[src/rtl/hop_phase_sequencer_if.sv]
// Control/data bundle between the hop sequencer and its environment.
// Latency: none (wires only).
// Backpressure: none; the generator paces hops via the sticky hop_ready flag.
//
// Ports carried (all plain signals):
//   config side : run, cfg_mode, cfg_nhop, cfg_wr_en, cfg_addr, cfg_data
//   generator   : hop_ready (in), hop_phase_inc, gen_tvalid, gen_srst (out)
//   status      : hop_index, hop_cnt, frame_done, busy
// The "master" modport is the environment (config + generator).
// The "slave" modport is the sequencer itself.
interface hop_phase_sequencer_if #(
    parameter int PHASE_WIDTH = 24,
    parameter int ADDR_WIDTH  = 6
);
    logic                   run;
    logic                   cfg_mode;
    logic [ADDR_WIDTH-1:0]  cfg_nhop;
    logic                   cfg_wr_en;
    logic [ADDR_WIDTH-1:0]  cfg_addr;
    logic [PHASE_WIDTH-1:0] cfg_data;
    logic                   hop_ready;

    logic [PHASE_WIDTH-1:0] hop_phase_inc;
    logic                   gen_tvalid;
    logic                   gen_srst;
    logic [ADDR_WIDTH-1:0]  hop_index;
    logic [15:0]            hop_cnt;
    logic                   frame_done;
    logic                   busy;

    modport master (
        output run, cfg_mode, cfg_nhop, cfg_wr_en, cfg_addr, cfg_data, hop_ready,
        input  hop_phase_inc, gen_tvalid, gen_srst, hop_index, hop_cnt, frame_done, busy
    );

    modport slave (
        input  run, cfg_mode, cfg_nhop, cfg_wr_en, cfg_addr, cfg_data, hop_ready,
        output hop_phase_inc, gen_tvalid, gen_srst, hop_index, hop_cnt, frame_done, busy
    );
endinterface

[src/rtl/hop_phase_sequencer.sv]
// Per-hop phase-increment sequencer feeding the two-tone DDS generator.
// Latency: run->gen_srst 3 cycles, hop_ready rise->next gen_srst 3 cycles (+LFSR rejections).
// Backpressure: next hop starts only after a new rising edge of the generator's hop_ready.
//
// Ports:
//   clk, aresetn : clock, asynchronous active-low reset
//   bus (slave)  : config inputs, table write port, generator handshake and status
//                  outputs (see hop_phase_sequencer_if).
// The table address is at most 8 bits wide because LFSR candidates come from
// the low bits of an 8-bit LFSR.
module hop_phase_sequencer #(
    parameter int         PHASE_WIDTH = 24,
    parameter int         ADDR_WIDTH  = 6,
    parameter logic [7:0] LFSR_SEED   = 8'hA5
) (
    input  logic                  clk,
    input  logic                  aresetn,
    hop_phase_sequencer_if.slave  bus
);

    localparam int         DEPTH     = 2 ** ADDR_WIDTH;
    // An all-zero seed would lock the LFSR, so it is replaced by 1.
    localparam logic [7:0] SEED_EFF  = (LFSR_SEED == 8'h00) ? 8'h01 : LFSR_SEED;

    typedef enum logic [2:0] {
        S_IDLE,
        S_PICK,
        S_FETCH,
        S_PRIME,
        S_RUN
    } state_t;

    state_t                 state;

    // Phase table; contents survive reset.
    logic [PHASE_WIDTH-1:0] mem [DEPTH];

    logic                   mode_q;       // 0 linear, 1 LFSR
    logic [ADDR_WIDTH-1:0]  nhop_q;       // active entries, never 0
    logic [ADDR_WIDTH-1:0]  idx_q;        // hop chosen in PICK
    logic [ADDR_WIDTH-1:0]  frame_cnt;    // completed hops within the frame
    logic                   first_q;      // next linear pick is the first of a run
    logic [7:0]             lfsr;
    logic                   ready_prev;

    logic [PHASE_WIDTH-1:0] phase_q;
    logic                   tvalid_q;
    logic                   srst_q;
    logic [ADDR_WIDTH-1:0]  index_q;
    logic [15:0]            cnt_q;
    logic                   fdone_q;
    logic                   busy_q;

    // Next-state helpers
    logic [7:0]             lfsr_next;
    logic [ADDR_WIDTH-1:0]  cand;
    logic [ADDR_WIDTH-1:0]  idx_inc;
    logic [ADDR_WIDTH-1:0]  idx_lin;
    logic [ADDR_WIDTH-1:0]  nhop_in;
    logic                   hop_rise;
    logic                   frame_last;

    always_comb begin
        // Fibonacci LFSR x^8+x^6+x^5+x^4+1, shifting towards the MSB.
        lfsr_next  = {lfsr[6:0], lfsr[7] ^ lfsr[5] ^ lfsr[4] ^ lfsr[3]};
        cand       = lfsr_next[ADDR_WIDTH-1:0];
        idx_inc    = idx_q + 1'b1;
        if (first_q) begin
            idx_lin = '0;
        end else if (idx_inc == nhop_q) begin
            idx_lin = '0;
        end else begin
            idx_lin = idx_inc;
        end
        nhop_in    = (bus.cfg_nhop == '0) ? {{(ADDR_WIDTH-1){1'b0}}, 1'b1} : bus.cfg_nhop;
        hop_rise   = bus.hop_ready & ~ready_prev;
        frame_last = (frame_cnt == nhop_q - 1'b1);
    end

    // Table write port. The read happens in the FSM block on the same edge,
    // so a same-cycle write to the address being read returns the old data.
    always_ff @(posedge clk) begin
        if (bus.cfg_wr_en) begin
            mem[bus.cfg_addr] <= bus.cfg_data;
        end
    end

    always_ff @(posedge clk or negedge aresetn) begin
        if (!aresetn) begin
            state      <= S_IDLE;
            mode_q     <= 1'b0;
            nhop_q     <= {{(ADDR_WIDTH-1){1'b0}}, 1'b1};
            idx_q      <= '0;
            frame_cnt  <= '0;
            first_q    <= 1'b0;
            lfsr       <= SEED_EFF;
            ready_prev <= 1'b0;
            phase_q    <= '0;
            tvalid_q   <= 1'b0;
            srst_q     <= 1'b0;
            index_q    <= '0;
            cnt_q      <= '0;
            fdone_q    <= 1'b0;
            busy_q     <= 1'b0;
        end else begin
            // Pulse outputs default low; the edge detector tracks hop_ready
            // continuously, so a flag already high when RUN is entered is
            // not mistaken for a new completion.
            srst_q     <= 1'b0;
            fdone_q    <= 1'b0;
            ready_prev <= bus.hop_ready;

            case (state)
                S_IDLE: begin
                    tvalid_q <= 1'b0;
                    if (bus.run) begin
                        mode_q    <= bus.cfg_mode;
                        nhop_q    <= nhop_in;
                        cnt_q     <= '0;
                        frame_cnt <= '0;
                        first_q   <= 1'b1;
                        busy_q    <= 1'b1;
                        state     <= S_PICK;
                    end
                end

                S_PICK: begin
                    if (!mode_q) begin
                        idx_q   <= idx_lin;
                        first_q <= 1'b0;
                        state   <= S_FETCH;
                    end else begin
                        // One LFSR step per cycle; out-of-range candidates
                        // are rejected. A maximal-length LFSR visits every
                        // nonzero value, so an in-range one appears within
                        // 255 steps.
                        lfsr <= lfsr_next;
                        if (cand < nhop_q) begin
                            idx_q   <= cand;
                            first_q <= 1'b0;
                            state   <= S_FETCH;
                        end
                    end
                end

                S_FETCH: begin
                    // The RAM output register is hop_phase_inc itself, so the
                    // new increment, index and srst all appear together on
                    // entry to PRIME.
                    phase_q <= mem[idx_q];
                    index_q <= idx_q;
                    srst_q  <= 1'b1;
                    cnt_q   <= cnt_q + 16'd1;
                    state   <= S_PRIME;
                end

                S_PRIME: begin
                    tvalid_q <= 1'b1;
                    state    <= S_RUN;
                end

                S_RUN: begin
                    if (hop_rise) begin
                        if (frame_last) begin
                            fdone_q   <= 1'b1;
                            frame_cnt <= '0;
                        end else begin
                            frame_cnt <= frame_cnt + 1'b1;
                        end
                        tvalid_q <= 1'b0;
                        if (bus.run) begin
                            state <= S_PICK;
                        end else begin
                            busy_q <= 1'b0;
                            state  <= S_IDLE;
                        end
                    end
                end

                default: begin
                    tvalid_q <= 1'b0;
                    busy_q   <= 1'b0;
                    state    <= S_IDLE;
                end
            endcase
        end
    end

    assign bus.hop_phase_inc = phase_q;
    assign bus.gen_tvalid    = tvalid_q;
    assign bus.gen_srst      = srst_q;
    assign bus.hop_index     = index_q;
    assign bus.hop_cnt       = cnt_q;
    assign bus.frame_done    = fdone_q;
    assign bus.busy          = busy_q;

endmodule

[src/flat_wrapper.sv]
// flat-port wrapper written by rule: the top's interface ports become plain ports
module hop_phase_sequencer_flat 
#(
    parameter int         PHASE_WIDTH = 24,
    parameter int         ADDR_WIDTH  = 6,
    parameter logic [7:0] LFSR_SEED   = 8'hA5
)
  (clk, aresetn, bus_run, bus_cfg_mode, bus_cfg_nhop, bus_cfg_wr_en, bus_cfg_addr, bus_cfg_data, bus_hop_ready, bus_hop_phase_inc, bus_gen_tvalid, bus_gen_srst, bus_hop_index, bus_hop_cnt, bus_frame_done, bus_busy);
  hop_phase_sequencer_if #(.PHASE_WIDTH(PHASE_WIDTH), .ADDR_WIDTH(ADDR_WIDTH)) bus_i ();
  input  logic clk;
  input  logic aresetn;
  input wire logic [$bits(bus_i.run)-1:0] bus_run;
  input wire logic [$bits(bus_i.cfg_mode)-1:0] bus_cfg_mode;
  input wire logic [$bits(bus_i.cfg_nhop)-1:0] bus_cfg_nhop;
  input wire logic [$bits(bus_i.cfg_wr_en)-1:0] bus_cfg_wr_en;
  input wire logic [$bits(bus_i.cfg_addr)-1:0] bus_cfg_addr;
  input wire logic [$bits(bus_i.cfg_data)-1:0] bus_cfg_data;
  input wire logic [$bits(bus_i.hop_ready)-1:0] bus_hop_ready;
  output wire logic [$bits(bus_i.hop_phase_inc)-1:0] bus_hop_phase_inc;
  output wire logic [$bits(bus_i.gen_tvalid)-1:0] bus_gen_tvalid;
  output wire logic [$bits(bus_i.gen_srst)-1:0] bus_gen_srst;
  output wire logic [$bits(bus_i.hop_index)-1:0] bus_hop_index;
  output wire logic [$bits(bus_i.hop_cnt)-1:0] bus_hop_cnt;
  output wire logic [$bits(bus_i.frame_done)-1:0] bus_frame_done;
  output wire logic [$bits(bus_i.busy)-1:0] bus_busy;
  assign bus_i.run = bus_run;
  assign bus_i.cfg_mode = bus_cfg_mode;
  assign bus_i.cfg_nhop = bus_cfg_nhop;
  assign bus_i.cfg_wr_en = bus_cfg_wr_en;
  assign bus_i.cfg_addr = bus_cfg_addr;
  assign bus_i.cfg_data = bus_cfg_data;
  assign bus_i.hop_ready = bus_hop_ready;
  assign bus_hop_phase_inc = bus_i.hop_phase_inc;
  assign bus_gen_tvalid = bus_i.gen_tvalid;
  assign bus_gen_srst = bus_i.gen_srst;
  assign bus_hop_index = bus_i.hop_index;
  assign bus_hop_cnt = bus_i.hop_cnt;
  assign bus_frame_done = bus_i.frame_done;
  assign bus_busy = bus_i.busy;
  hop_phase_sequencer #(.PHASE_WIDTH(PHASE_WIDTH), .ADDR_WIDTH(ADDR_WIDTH), .LFSR_SEED(LFSR_SEED)) u_core (.clk(clk), .aresetn(aresetn), .bus(bus_i));
endmodule
[config.mk]
export PLATFORM = sky130hd
export DESIGN_NAME = hop_phase_sequencer_flat
export DESIGN_NICKNAME = d
export VERILOG_FILES = /design/src/rtl/hop_phase_sequencer_if.sv /design/src/rtl/hop_phase_sequencer.sv /design/src/flat_wrapper.sv
export SDC_FILE = /design/constraint.sdc
export NUM_CORES = 2
export LEC_CHECK = 0
export CAP_MARGIN = 20
export CORE_ASPECT_RATIO = 1.1
export CORE_MARGIN = 8
export CORE_UTILIZATION = 45
export DETAILED_ROUTE_END_ITERATION = 8
export SLEW_MARGIN = 20
export SYNTH_ARGS = -nofsm -noshare
export SYNTH_HDL_FRONTEND = slang
export SYNTH_SLANG_ARGS = --single-unit
[constraint.sdc]
create_clock -name clk -period 2 [get_ports clk]
set_input_delay 0.2 -clock clk [delete_from_list [all_inputs] [get_ports clk]]
set_output_delay 0.2 -clock clk [all_outputs]
set_load 0.1 [all_outputs]
==> metrics.md <==
| Metric | Value |
|---|---|
| CTS max path bufs | `3` |
| Core Footprint | `138300 um2` |
| Slew HR | `a little under half` |
| Max Transition Viols Final | `0` |
| Ys Warns | `0` |
| Initial antenna violation count | `6` |
| Io pins | `92` |
| Final hold viol count | `0` |
| Yosys cell types | `55` |
| Clock skew | `0.04080 ns` |
| Area growth from synthesis to layout | `26.00%` |
| Post-synth top flop | `edfxtp_1` |
| Pwr Density | `1313 nW/um2` |
| Mapped cell area | `62770 um2` |
| Placed cells | `5195` |
| Vias per inst | `5.951` |
| Vias in the first global route | `about 34000` |
| CTS clk-pin slew, worst paths | `approximately 0.060 ns` |
| Synth Instances | `3005` |
| Critical R2R Launch | `u_core.idx_q[0]` |
| Synthesized flop and latch total | `1618` |
| Nets | `3714` |
| Setup TNS Final | `-12.09 ns` |
| Total vias in the final route | `33398` |
| Tcrit/Tclk final | `123.1%` |
| Fin util | `57.19%` |
| Wire length per cell | `approximately 30 um` |
| Fmax | `0.4062 GHz` |
| Final WL | `171.1 mm` |
| Overall routing resource usage | `between 20% and 30%` |
| Setup ws final | `-0.4619 ns` |
| CP Capture Type | `register` |
| P_leak | `about 0.026 uW` |
| Max Cap Violations | `0` |
| Critical path startpoint | `u_core.idx_q[0]` |
| Die height | `407.7 um` |
| Syn Nets | `3056` |
| H-tree levels | `4` |
| Final non-filler cell total | `5612` |
| RSZ-0062 raised after global routing | `true` |
| Clk root buf | `clkbuf_16` |
| CP startpoint kind | `register` |
| Largest fanout on the critical path | `8` |
| First-pass GRT wire length | `approximately 240 mm` |
| Run status | `finished with violations` |
| Overflow after GRT | `0` |
| Initial DRC count | `3544` |
| Reg2Reg Depth | `11` |
| Setup CP Type | `register to register` |
| Share of post-route cells with drive strength above 1 | `approximately two fifths` |
| PortBufs | `91` |
| Peak supply drop | `0.9234 mV` |
| Die area | `151700 um2` |
| CTS tree | `yes` |
| Dpl ws | `-1.052 ns` |
| Drt drc | `0` |
| CTS Buf Count | `163` |
| Fillers | `around 10000` |
| Post-DP HPWL | `102.4 mm` |
| Placement Rows | `143` |
| Hold crit path type | `input port to register` |
| Largest net degree at the start of global routing | `65` |
| Min cycle time layout | `2.462 ns` |
| GP Congestion | `0.8385` |
| CP Capture Point | `u_core.bus.hop_phase_inc[9]` |
| Antenna viol nets, final | `0` |
| Failing checks | `setup timing` |
| CTS Sinks | `roughly 1600` |
| Clk Latency, worst-skew pair | `0.81 ns` |
| Synthesized area per cell | `roughly 21 um2` |
| Die width | `between 300 and 400 um` |
| Sequential cell area | `48210 um2` |
| Final setup violation count | `35` |
| Async SR Flop Fraction | `5.068%` |
| Crit path DAT | `3.13 ns` |
| Worst EP required | `2.67 ns` |
| R2r endpoint | `u_core.bus.hop_phase_inc[9]` |
| Worst-margin pin slew | `0.8043 ns` |
| R2R Setup Slk | `-0.46 ns` |
| Overall power | `103800 uW` |
| Register area share after synthesis | `76.76%` |
| DR pass1 iterations | `5` |
| Starting density of the core | `45.39%` |
| Number of synthesized flops with an enable pin | `1536` |
| Multi-input gate area in the final layout | `around 15000 um2` |
-- power breakdown --
part           total [uW]  internal [uW]  switching, uW
sequential          38600          37800            784
clock               29500          16700          12800
combinational       35700          17500          18200
total              104000          72000          31900
-- cells by family (layout without fill, tap and decap cells) --
kind of cell               Yosys count  count (layout)  share of synthesized area (%)
AOI/OAI and AO/OA                  294             294                          3.275
xor gates and xnor gates            17              17                         0.2372
adders and majority gates            9               9                         0.1794
buffers and inverters              183             976                          1.485
DFF                               1618            1618                          76.76
muxes                              563             563                          15.69
other                                0               2                              0
and+or+nand+nor                    321             321                          2.374
-- layer usage --
layer / wire length, um / track usage (%) / share of wire [%] / vias up
met2: 85740 / 37.02 / 50 / 1382
met3: 12810 / 3.873 / 7.5 / 241
met1: 68220 / 30.15 / 40 / 17883
met5: 13 / 0 / 0.0076 / -
met4: 4279 / 6.692 / 2.5 / 2
li1: - / - / - / 13890
-- cell usage after synthesis (12+ instances only) --
cell type  instances  share of area (%)
edfxtp_1        1536                 73
mux4_2           336                 12
mux2i_1          219                3.5
nand2_1           99               0.59
nor2_1            87               0.52
dfrtp_1           77                3.1
clkbuf_1          65               0.39
buf_2             64               0.51
a21oi_1           58               0.46
nand3_1           49               0.39
o22ai_1           49               0.49
o221ai_1          48               0.67
o21ai_0           33               0.26
nor2b_1           32               0.32
a211oi_1          26               0.31
a221oi_1          24               0.33
a22oi_1           24               0.29
buf_4             16               0.19
inv_1             15              0.090
buf_6             14               0.25
nand2b_1          12               0.12
-- cell usage in the layout (no fill, tap or decap), types with 25 or more instances in the layout --
cell,n
edfxtp_1,1536
buf_4,360
mux4_2,336
mux2i_1,192
clkbuf_16,171
buf_12,161
nand2_1,88
dfrtp_1,67
nor2_2,52
clkinv_2,38
clkbuf_1,37
o221ai_1,32
a21oi_2,32
dlygate4sd3_1,31
o22ai_1,30
buf_16,26
nand3_1,25
o21ai_0,25
-- state kept, by name, summed over array words and instances, names as in the netlist --
| signal | flops |
|---|---|
| u_core.nhop_q | 6 |
| u_core.first_q | 1 |
| u_core.bus.gen_tvalid | 1 |
| u_core.frame_cnt | 6 |
| u_core.ready_prev | 1 |
| u_core.bus.gen_srst | 1 |
| u_core.lfsr | 8 |
| u_core.state | 3 |
| u_core.bus.hop_cnt | 16 |
| u_core.idx_q | 6 |
| u_core.bus.hop_phase_inc | 24 |
| u_core.mem | 1536 |
| u_core.mode_q | 1 |
| u_core.bus.frame_done | 1 |
| u_core.bus.busy | 1 |
| u_core.bus.hop_index | 6 |
-- worst min-delay path by stage --
stage | from | end | depth (start not counted)
5_1_grt | bus_cfg_nhop[0] | u_core.nhop_q[0] | 3
2_1_floorplan | aresetn | u_core.bus.busy | 0
6_report | bus_cfg_nhop[0] | u_core.nhop_q[0] | 3
3_5_place_dp | aresetn | u_core.frame_cnt[2] | 1
4_1_cts | bus_cfg_nhop[0] | u_core.nhop_q[0] | 3
3_3_place_gp | aresetn | u_core.nhop_q[3] | 1
-- per-stage QoR --
step,area (um2),hold slack [ns]
detailed placement,70360,0.1547
floorplan,62940,-0.09559
CTS,78230,0.01285
global route,79090,0.04380
global placement,70360,0.1491
finish,79090,0.06456
-- cell type report --
type	count	area share, %
inverters	15	0.07119
diodes	2	0.006328
multi-input cells	1204	19.52
flip-flops and latches	1618	60.95
repair buffers	661	10.02
clock buffers	218	5.689
well taps	1812	2.866
clock inverters	82	0.8796
-- critical path: stages (launching register included) --
cell and delay [ns]:
dfrtp_4 0.43, buf_12 0.20, buf_16 0.18, buf_4 0.13
buf_4 0.17, mux2i_1 0.20, o221ai_1 0.18, o22ai_2 0.12
a21oi_1 0.07, buf_4 0.18, a221oi_4 0.35, nand2_1 0.10
-- what timing repair did --
action | in CTS | in global routing
endpoints found under the hold margin | 1026 | 0
hold buffers | 32 | 0
pin swaps | 74 | 62
gates resized for setup | 289 | 130
setup buffers | 43 | 35
gates cloned | 21 | 5
setup endpoints to repair | 44 | 41
No activity file was read; power rests on OpenSTA's default activity.
